[config.mk]
export PLATFORM = sky130hd
export DESIGN_NAME = data_upload
export DESIGN_NICKNAME = d
export VERILOG_FILES = /design/src/rtl/data_upload.sv
export SDC_FILE = /design/constraint.sdc
export NUM_CORES = 1
export LEC_CHECK = 0
export ABC_AREA = 1
export BUFFER_PORTS_ARGS = -buffer_cell sky130_fd_sc_hd__buf_4
export CORE_AREA = 2 2 165 167
export CTS_BUF_LIST = sky130_fd_sc_hd__clkbuf_8
export CTS_CLUSTER_SIZE = 24
export DETAILED_ROUTE_END_ITERATION = 12
export DIE_AREA = 0 0 167 169
export PLACE_DENSITY = 0.59
export SYNTH_ARGS = -nofsm -noshare
export SYNTH_HDL_FRONTEND = slang
export SYNTH_SLANG_ARGS = --single-unit
export TNS_END_PERCENT = 1
[constraint.sdc]
create_clock -name clk -period 7.55 [get_ports clk]
set_input_delay 0.755 -clock clk [delete_from_list [all_inputs] [get_ports clk]]
set_output_delay 0.755 -clock clk [all_outputs]
set_load 0.005 [all_outputs]
[src/rtl/data_upload.sv]
// data_upload: SPI upload responder; streams a RAM buffer, or its size, to the io controller on sdo.
// Latency: SPI actions land one clk after the synchronised sck edge is seen; at most one RAM read in flight.
// Backpressure: none on SPI; a byte due before its RAM data arrives goes out as 0xFF and sets underrun.
module data_upload #(
  parameter logic [24:0] BASE_ADDR   = 25'h200000,
  parameter logic [7:0]  CMD_RX      = 8'h56,
  parameter logic [7:0]  CMD_RX_DAT  = 8'h57,
  parameter logic [7:0]  CMD_RX_SIZE = 8'h58
) (
  input  logic        clk,
  input  logic        reset,
  input  logic        sck,
  input  logic        ss,
  input  logic        sdi,
  output logic        sdo,
  output logic        sdo_oe,
  input  logic [24:0] size,
  output logic        uploading,
  output logic        underrun,
  output logic        mem_rd,
  output logic [24:0] mem_a,
  input  logic [7:0]  mem_q,
  input  logic        mem_ack
);
  typedef enum logic {F_IDLE, F_WAIT} fetch_state_t;

  logic [1:0]   sck_sync, ss_sync, sdi_sync;
  logic         sck_dly;
  logic         sck_s, ss_s, sdi_s, sck_rise, sck_fall;
  logic [3:0]   cnt;
  logic [6:0]   rx_sr;
  logic [7:0]   cmd;
  logic [24:0]  size_snap;
  logic [31:0]  size_word;
  logic [2:0]   size_idx;
  logic [7:0]   shifter;
  logic [24:0]  pointer;
  logic [24:0]  fetch_ptr;
  logic [7:0]   buf_dat;
  logic         buf_vld;
  logic         drop;
  fetch_state_t fstate, fstate_nxt;
  logic         launch;
  logic         start_evt, stop_evt, ctl_evt, load_evt, tx_cmd;
  logic [7:0]   load_byte;
  logic         take_buf, set_underrun, adv_ptr;

  // Two-stage synchronisers for the SPI pins plus one extra sck stage for edge detection.
  always_ff @(posedge clk or posedge reset) begin
    if (reset) begin
      sck_sync <= 2'b00;
      ss_sync  <= 2'b11;
      sdi_sync <= 2'b00;
      sck_dly  <= 1'b0;
    end else begin
      sck_sync <= {sck_sync[0], sck};
      ss_sync  <= {ss_sync[0], ss};
      sdi_sync <= {sdi_sync[0], sdi};
      sck_dly  <= sck_sync[1];
    end
  end

  assign sck_s    = sck_sync[1];
  assign ss_s     = ss_sync[1];
  assign sdi_s    = sdi_sync[1];
  assign sck_rise = sck_s & ~sck_dly;
  assign sck_fall = ~sck_s & sck_dly;

  // Control command completes on the last payload bit; bit 0 selects start or stop.
  assign start_evt = sck_rise && !ss_s && (cnt == 4'd15) && (cmd == CMD_RX) && sdi_s;
  assign stop_evt  = sck_rise && !ss_s && (cnt == 4'd15) && (cmd == CMD_RX) && !sdi_s;
  assign ctl_evt   = start_evt || stop_evt;
  // Byte boundary on the falling edge: cnt is 8 right after the command byte and after each wrap.
  assign load_evt  = sck_fall && !ss_s && cnt[3] && (cnt[2:0] == 3'd0);
  assign tx_cmd    = (cmd == CMD_RX_DAT) || (cmd == CMD_RX_SIZE);

  // Bit counter, receive shifter and command latch; the size is frozen with the command.
  always_ff @(posedge clk or posedge reset) begin
    if (reset) begin
      cnt       <= 4'd0;
      rx_sr     <= 7'd0;
      cmd       <= 8'd0;
      size_snap <= 25'd0;
    end else if (ss_s) begin
      cnt <= 4'd0;
    end else if (sck_rise) begin
      rx_sr <= {rx_sr[5:0], sdi_s};
      cnt   <= (cnt == 4'd15) ? 4'd8 : cnt + 4'd1;
      if (cnt == 4'd7) begin
        cmd       <= {rx_sr, sdi_s};
        size_snap <= size;
      end
    end
  end

  assign size_word = {7'd0, size_snap};

  // Choose the next byte to transmit and what loading it does to the session state.
  always_comb begin
    load_byte    = 8'h00;
    take_buf     = 1'b0;
    set_underrun = 1'b0;
    adv_ptr      = 1'b0;
    if (cmd == CMD_RX_DAT) begin
      if (!uploading) begin
        load_byte = 8'hFF;
      end else begin
        adv_ptr = 1'b1;
        if (pointer >= size) begin
          load_byte = 8'h00;
        end else if (buf_vld) begin
          load_byte = buf_dat;
          take_buf  = 1'b1;
        end else begin
          load_byte    = 8'hFF;
          set_underrun = 1'b1;
        end
      end
    end else if (cmd == CMD_RX_SIZE) begin
      case (size_idx)
        3'd0:    load_byte = size_word[31:24];
        3'd1:    load_byte = size_word[23:16];
        3'd2:    load_byte = size_word[15:8];
        3'd3:    load_byte = size_word[7:0];
        default: load_byte = 8'h00;
      endcase
    end
  end

  // Transmit shifter: load at byte boundaries, otherwise shift MSB-first on each sck fall.
  always_ff @(posedge clk or posedge reset) begin
    if (reset) begin
      shifter  <= 8'd0;
      size_idx <= 3'd0;
    end else if (sck_rise && !ss_s && (cnt == 4'd7)) begin
      size_idx <= 3'd0;
    end else if (sck_fall && !ss_s) begin
      if (load_evt) begin
        shifter <= load_byte;
        if (size_idx != 3'd4) size_idx <= size_idx + 3'd1;
      end else begin
        shifter <= {shifter[6:0], 1'b0};
      end
    end
  end

  assign sdo_oe = !ss_s && cnt[3] && tx_cmd;
  assign sdo    = sdo_oe & shifter[7];

  // Session flags and the send pointer, which saturates rather than wrapping.
  always_ff @(posedge clk or posedge reset) begin
    if (reset) begin
      uploading <= 1'b0;
      underrun  <= 1'b0;
      pointer   <= 25'd0;
    end else if (start_evt) begin
      uploading <= 1'b1;
      underrun  <= 1'b0;
      pointer   <= 25'd0;
    end else if (stop_evt) begin
      uploading <= 1'b0;
    end else if (load_evt) begin
      if (adv_ptr && (pointer != '1)) pointer <= pointer + 25'd1;
      if (set_underrun) underrun <= 1'b1;
    end
  end

  // One-byte prefetch buffer; a read in flight across start/stop is completed but its data dropped.
  always_ff @(posedge clk or posedge reset) begin
    if (reset) begin
      buf_dat   <= 8'd0;
      buf_vld   <= 1'b0;
      fetch_ptr <= 25'd0;
      drop      <= 1'b0;
    end else if (ctl_evt) begin
      if (start_evt) begin
        buf_vld   <= 1'b0;
        fetch_ptr <= 25'd0;
      end
      drop <= (fstate == F_WAIT) && !mem_ack;
    end else if ((fstate == F_WAIT) && mem_ack) begin
      drop <= 1'b0;
      if (!drop) begin
        buf_dat   <= mem_q;
        buf_vld   <= 1'b1;
        fetch_ptr <= fetch_ptr + 25'd1;
      end
    end else if (load_evt && take_buf) begin
      buf_vld <= 1'b0;
    end
  end

  // Fetch FSM state register.
  always_ff @(posedge clk or posedge reset) begin
    if (reset) fstate <= F_IDLE;
    else       fstate <= fstate_nxt;
  end

  // Fetch FSM next state: issue a read whenever the buffer is empty and bytes remain.
  always_comb begin
    fstate_nxt = fstate;
    launch     = 1'b0;
    case (fstate)
      F_IDLE: begin
        // Hold off while start/stop is rewriting fetch_ptr so the address is never stale.
        if (uploading && !buf_vld && (fetch_ptr < size) && !ctl_evt) begin
          fstate_nxt = F_WAIT;
          launch     = 1'b1;
        end
      end
      F_WAIT: begin
        if (mem_ack) fstate_nxt = F_IDLE;
      end
      default: fstate_nxt = F_IDLE;
    endcase
  end

  // Read request: raised with a stable address on launch, dropped only by the acknowledge.
  always_ff @(posedge clk or posedge reset) begin
    if (reset) begin
      mem_rd <= 1'b0;
      mem_a  <= BASE_ADDR;
    end else if (launch) begin
      mem_rd <= 1'b1;
      mem_a  <= BASE_ADDR + fetch_ptr;
    end else if ((fstate == F_WAIT) && mem_ack) begin
      mem_rd <= 1'b0;
    end
  end

endmodule
# Yosys cells after proc, flatten, opt, wreduce, memory -nomap -nowiden
# Cells that the tools add are included.
# totals
reg_bits	151
latchBits	0
ram_bits	0
mem_bits_ro	0
input_bits	39
n_memories	0
# classes
addsub	5
n_mul	0
div	0
n_lt_le_gt_ge	2
n_eq_ne	14
shift	0
muxes	50
n_bitwise	10
reduce_logical	47
# ops
operator	n
25-bit two-way mux	8
25-bit by 1-bit adder with 25-bit output (second input constant)	2
8-bit two-way mux	6
8-bit one-hot mux with 4 select lines	1
1-bit two-way mux	27
22-bit by 25-bit adder with 25-bit output (first input constant)	1
25-bit greater-or-equal comparator	1
25-bit < comparator	1
25-bit inequality test (second input constant)	1
8-bit by 7-bit equality test with 1-bit output (second input constant)	3
3-bit AND reduction	7
2-bit nonzero test	10
1-bit logical AND	18
3-bit two-way mux	4
4-bit two-way mux	3
1-bit NOT	7
3-bit by 2-bit equality test with 1-bit output (second input constant)	2
3-bit zero test	2
3-bit inequality test (second input constant)	2
1-bit zero test	5
4-bit by 1-bit adder with 4-bit output (second input constant)	1
4-bit by 3-bit equality test with 1-bit output (second input constant)	1
4-bit equality test (second input constant)	1
2-bit inequality test (second input constant)	2
other kinds (8)	12

# Depth between registers and ports, before layout
# logic_depth
depth_word	12
mapped_depth	14
depth_no_buf	14

# Worst setup path before layout
# OpenSTA, ideal clock, no wires.
# synth_path
path_kind	input -> register
from	input port size[24]
to	register buf_vld
t_arrival_ns	2.095
required_ns	7.420
slack_ns	5.326
path_stages	14
n_path_buf	0
cell_sequence	inv_1 ha_1 nand2_1 inv_1 nand3_1 inv_1 nand2_1 nand2_1 nor2_1 nand3_1 nand2_1 nand2_1 nand2_1 nand2_1
# synth_via
elab_chain_cells	7
# synth_lines
element	line_no	rtl
start, declared	17	input logic [24:0] size,
25-bit greater-or-equal comparator	109	if (pointer >= size) begin
1-bit two-way mux	109	
1-bit two-way mux	105	if (!uploading) begin
1-bit two-way mux	104	if (cmd == CMD_RX_DAT) begin
1-bit logical AND	188	end else if (load_evt && take_buf) begin
3-bit nonzero test (no source line)	n/a	
3-bit AND reduction (no source line)	n/a	
end signal, assigned	177	buf_vld <= 1'b0;
end signal, assigned	185	buf_vld <= 1'b1;
end signal, assigned	189	buf_vld <= 1'b0;
end, declared	40	logic buf_vld;
# No other way between the ends.
# A chain may end at the register's enable or synchronous reset.

# Worst setup path after layout
# layout_path
from	register ss_sync[1]
to	register fetch_ptr[4]
# layout_via
elab_chain_cells	8
elab_cells_between_ends	12
cone_classes	eq/ne (2); mux (1); reduce/logical (9)
# layout_lines
element	line_no	rtl
start, declared	27	logic [1:0] sck_sync, ss_sync, sdi_sync;
start signal, assigned	57	ss_sync <= {ss_sync[0], ss};
1-bit zero test (*)	70, 71	
1-bit logical AND (*) (3 in series)	70, 71	
1-bit logical AND (on tied branches)	70, 71	
1-bit logical OR	72	assign ctl_evt = start_evt || stop_evt;
2-bit inequality test (no source line) (tied with other cells)	n/a	
3-bit AND reduction (no source line)	n/a	
end signal, assigned	186	fetch_ptr <= fetch_ptr + 25'd1;
end, declared	38	logic [24:0] fetch_ptr;
# Every way passes the cells marked *; elsewhere a longest branch is shown, timed or not.

==> out/metrics.cfg <==
[yosys]
ys.flop_type = dfrtp_1
ys_types = 41
yosys-top-cells-area = dfrtp_1 (42%), nand2_1 (15%), ha_1 (8.3%)
syn-num-nets = 1268
yosysTopAreaCell = dfrtp_1
synth_top_area_share = 0.417
syn_area_per_cell_um2 = 7.59
synth-edff-count = 0
synth_area_um2 = 8880
synth_commonest_cells = nand2_1 (347), dfrtp_1 (148), inv_1 (123), nand3_1 (107), nor2_1 (78)
yosys.cell_count.top_type = nand2_1
ys_seq_area_frac = 0.426
syn_inst = 1170
synth_async_sr_flop_share = 1.00
ys_warn_count = 0
ys_ff_latch = 151

[placed_design]
place_congestion = 0.899
place_area_um2 = 9700
dp_hpwl_mm = 18.7
io_buffers = 68

[floorplan]
initial_utilization = 0.335
core_um2 = 26500
row_count = 60
die_y_um = 169
die_width_um = 167
fp.dieArea_um2 = 28200
io_pins = 69

[critical_path]
path_class = reg -> reg
worstPathMaxFanout = 31
r2r-start = ss_sync[1]$_DFF_PP1_
crit_arrival_ns = 4.18
crit_required_ns = 7.90
crit_path_end_kind = flop
startpoint = ss_sync[1]$_DFF_PP1_
critPathLaunchType = flop

[routing]
drt_iter0_markers = 696
vias = 7831
avgViaCountPerCell = 4.94
ant_nets = 0
wl_mm = 25.4
wire_per_inst_um = 16.0
drt_pass1_iterations = 6
drc_errors = 0

[clock_network]
clock_path_buffers = 2
postCtsHoldBufs = 0
numCtsBuffers = 17
post_cts_buffers = 0
cts_num_sinks = 151
cts_tree = yes
cts-htree-levels = 4
cts_resized = 0
clock_latency_ns = 0.48
root_buffer = clkbuf_8
path_clk_slew_ns = 0.11

[power]
p_per_area_nw_per_um2 = 160
seqPwrFrac = 0.533
leakage_nw = 5.23
combPwrFrac = 0.076
ir_drop_uv = 101
swShare = 0.299
p_int_mw = 1.13
switchingPower_mw = 0.483
fin_total_pwr_mw = 1.62
p_clk_frac = 0.391

[sta]
fmax_mhz = 261
worst_slew_pin_slew_ns = 1.07
finalHoldViolations = 0
setup-tns-final_ns = 0
fin_worst_skew_ns = 0.0205
rsz0062_at_grt = no
slew_violations = 0
finalCritPeriodShare = 0.508
period_needed_ns = 3.83
maxSlewHeadroom = 0.284
final-setup-viol-count = 0

[status]
status = completed

[layout]
nFillCells = 2765
register_area_um2 = 3780
area_growth_syn_to_layout_pct = 13.6
diodes = 0
final_cell_area_um2 = 10100
multi_input_area_um2 = 4440
drive_above_1_share = 0.114
fin_nets = 1329

[grt]
overflow = 0
grt_max_degree = 81
antenna_found_initial = 1
grt_pass1_wl_mm = 40.4
grt_pass1_vias = 7229
grt_util_all_layers = 0.182

[hold_path]
worstHoldStart = sck_sync[0]$_DFF_PP0_
hp-class = reg -> reg

[run]
maxCapViolations = 0

[placed cells by master, fill, tap and decap left out, types with 9 or more instances in the layout]
| cell type | netlist | routed |
|---|---|---|
| a21oi_1 | 63 | 63 |
| buf_4 | 0 | 72 |
| clkbuf_8 | 0 | 17 |
| dfrtp_1 | 148 | 148 |
| ha_1 | 59 | 59 |
| inv_1 | 123 | 122 |
| inv_2 | 10 | 10 |
| nand2_1 | 347 | 347 |
| nand3_1 | 107 | 107 |
| nand4_1 | 25 | 25 |
| nor2_1 | 78 | 78 |
| nor3_1 | 28 | 28 |
| o21ai_0 | 65 | 65 |
| o21ai_1 | 9 | 9 |
| or2_2 | 12 | 12 |
| xor2_1 | 19 | 19 |
[metrics by stage]
| stage | util | hold WS [ns] | std cells | setup WS, ns |
|---|---|---|---|---|
| 4_1_cts | 0.381 | 0.348 | 1585 | 3.73 |
| 2_1_floorplan | - | 0.331 | 1170 | 2.74 |
| 3_3_place_gp | 0.366 | 0.343 | 1553 | 3.88 |
| 3_5_place_dp | 0.366 | 0.336 | 1553 | 3.77 |
| 6_report | 0.381 | 0.363 | 1585 | 3.72 |
| 5_1_grt | 0.381 | 0.338 | 1585 | 3.35 |
[registers in the layout, indices dropped and copies added, names as in the netlist, 3 cells and up]
| register | count |
|---|---|
| mem_a | 25 |
| pointer | 25 |
| rx_sr | 7 |
| size_snap | 25 |
| shifter | 8 |
| buf_dat | 8 |
| fetch_ptr | 25 |
| cmd | 8 |
| size_idx | 3 |
| cnt | 4 |
[routing by layer]
layer	track usage	routed length, µm	vias up
li1	-	-	3937
met1	0.279	12700	3635
met2	0.261	10800	245
met3	0.0416	1750	14
met4	0.0352	189	0
met5	0	0	-
[power by group through the flow]
stage | registers [mW] | logic [mW] | clock network, mW
final | 0.861 | 0.123 | 0.632
after global routing | 0.865 | 0.143 | 0.679
after CTS | 0.861 | 0.125 | 0.646
after detailed placement | 0.876 | 0.124 | 0
after global placement | 0.876 | 0.122 | 0
after floorplan | 0.866 | 0.0826 | 0
[kinds of logic after synthesis]
group | Yosys count | synth area share
buffers and inverters | 165 | 0.0744
xor gates and xnor gates | 26 | 0.0256
DFF | 151 | 0.426
AOI/OAI and AO/OA | 150 | 0.0890
adders and majority gates | 59 | 0.0831
and+or+nand+nor | 619 | 0.302
[path summary, 6_finish.rpt]
path / end / slack [ns] / cells after the start
max in group asynchronous: pointer[9]$_DFFE_PP0P_ / 5.64 / 3
setup reg to reg: fetch_ptr[4]$_DFFE_PP0P_ / 3.72 / 9
setup / recovery: fetch_ptr[4]$_DFFE_PP0P_ / 3.72 / 9
hold / removal: sck_sync[1]$_DFF_PP0_ / 0.36 / 0
min in group asynchronous: mem_a[2]$_DFFE_PP0P_ / 0.39 / 2
hold reg to reg: sck_sync[1]$_DFF_PP0_ / 0.36 / 0
[layout make-up]
class | instances | share of cell area
multi-input combinational | 854 | 0.440
clock inverter | 15 | 0.0148
timing repair buffer | 72 | 0.0536
sequential | 151 | 0.375
inverter | 135 | 0.0510
clock buffer | 17 | 0.0232
tap | 341 | 0.0423
[critical path, stage by stage (launching register included)]
cell,delay [ns]
dfstp_2,0.57
inv_2,0.04
nand3_2,0.22
inv_2,0.15
nand4_4,0.31
nand3_1,0.57
nand2_1,0.95
inv_1,0.50
a21oi_1,0.30
a21oi_1,0.09
(Power assumes the default switching activity.)
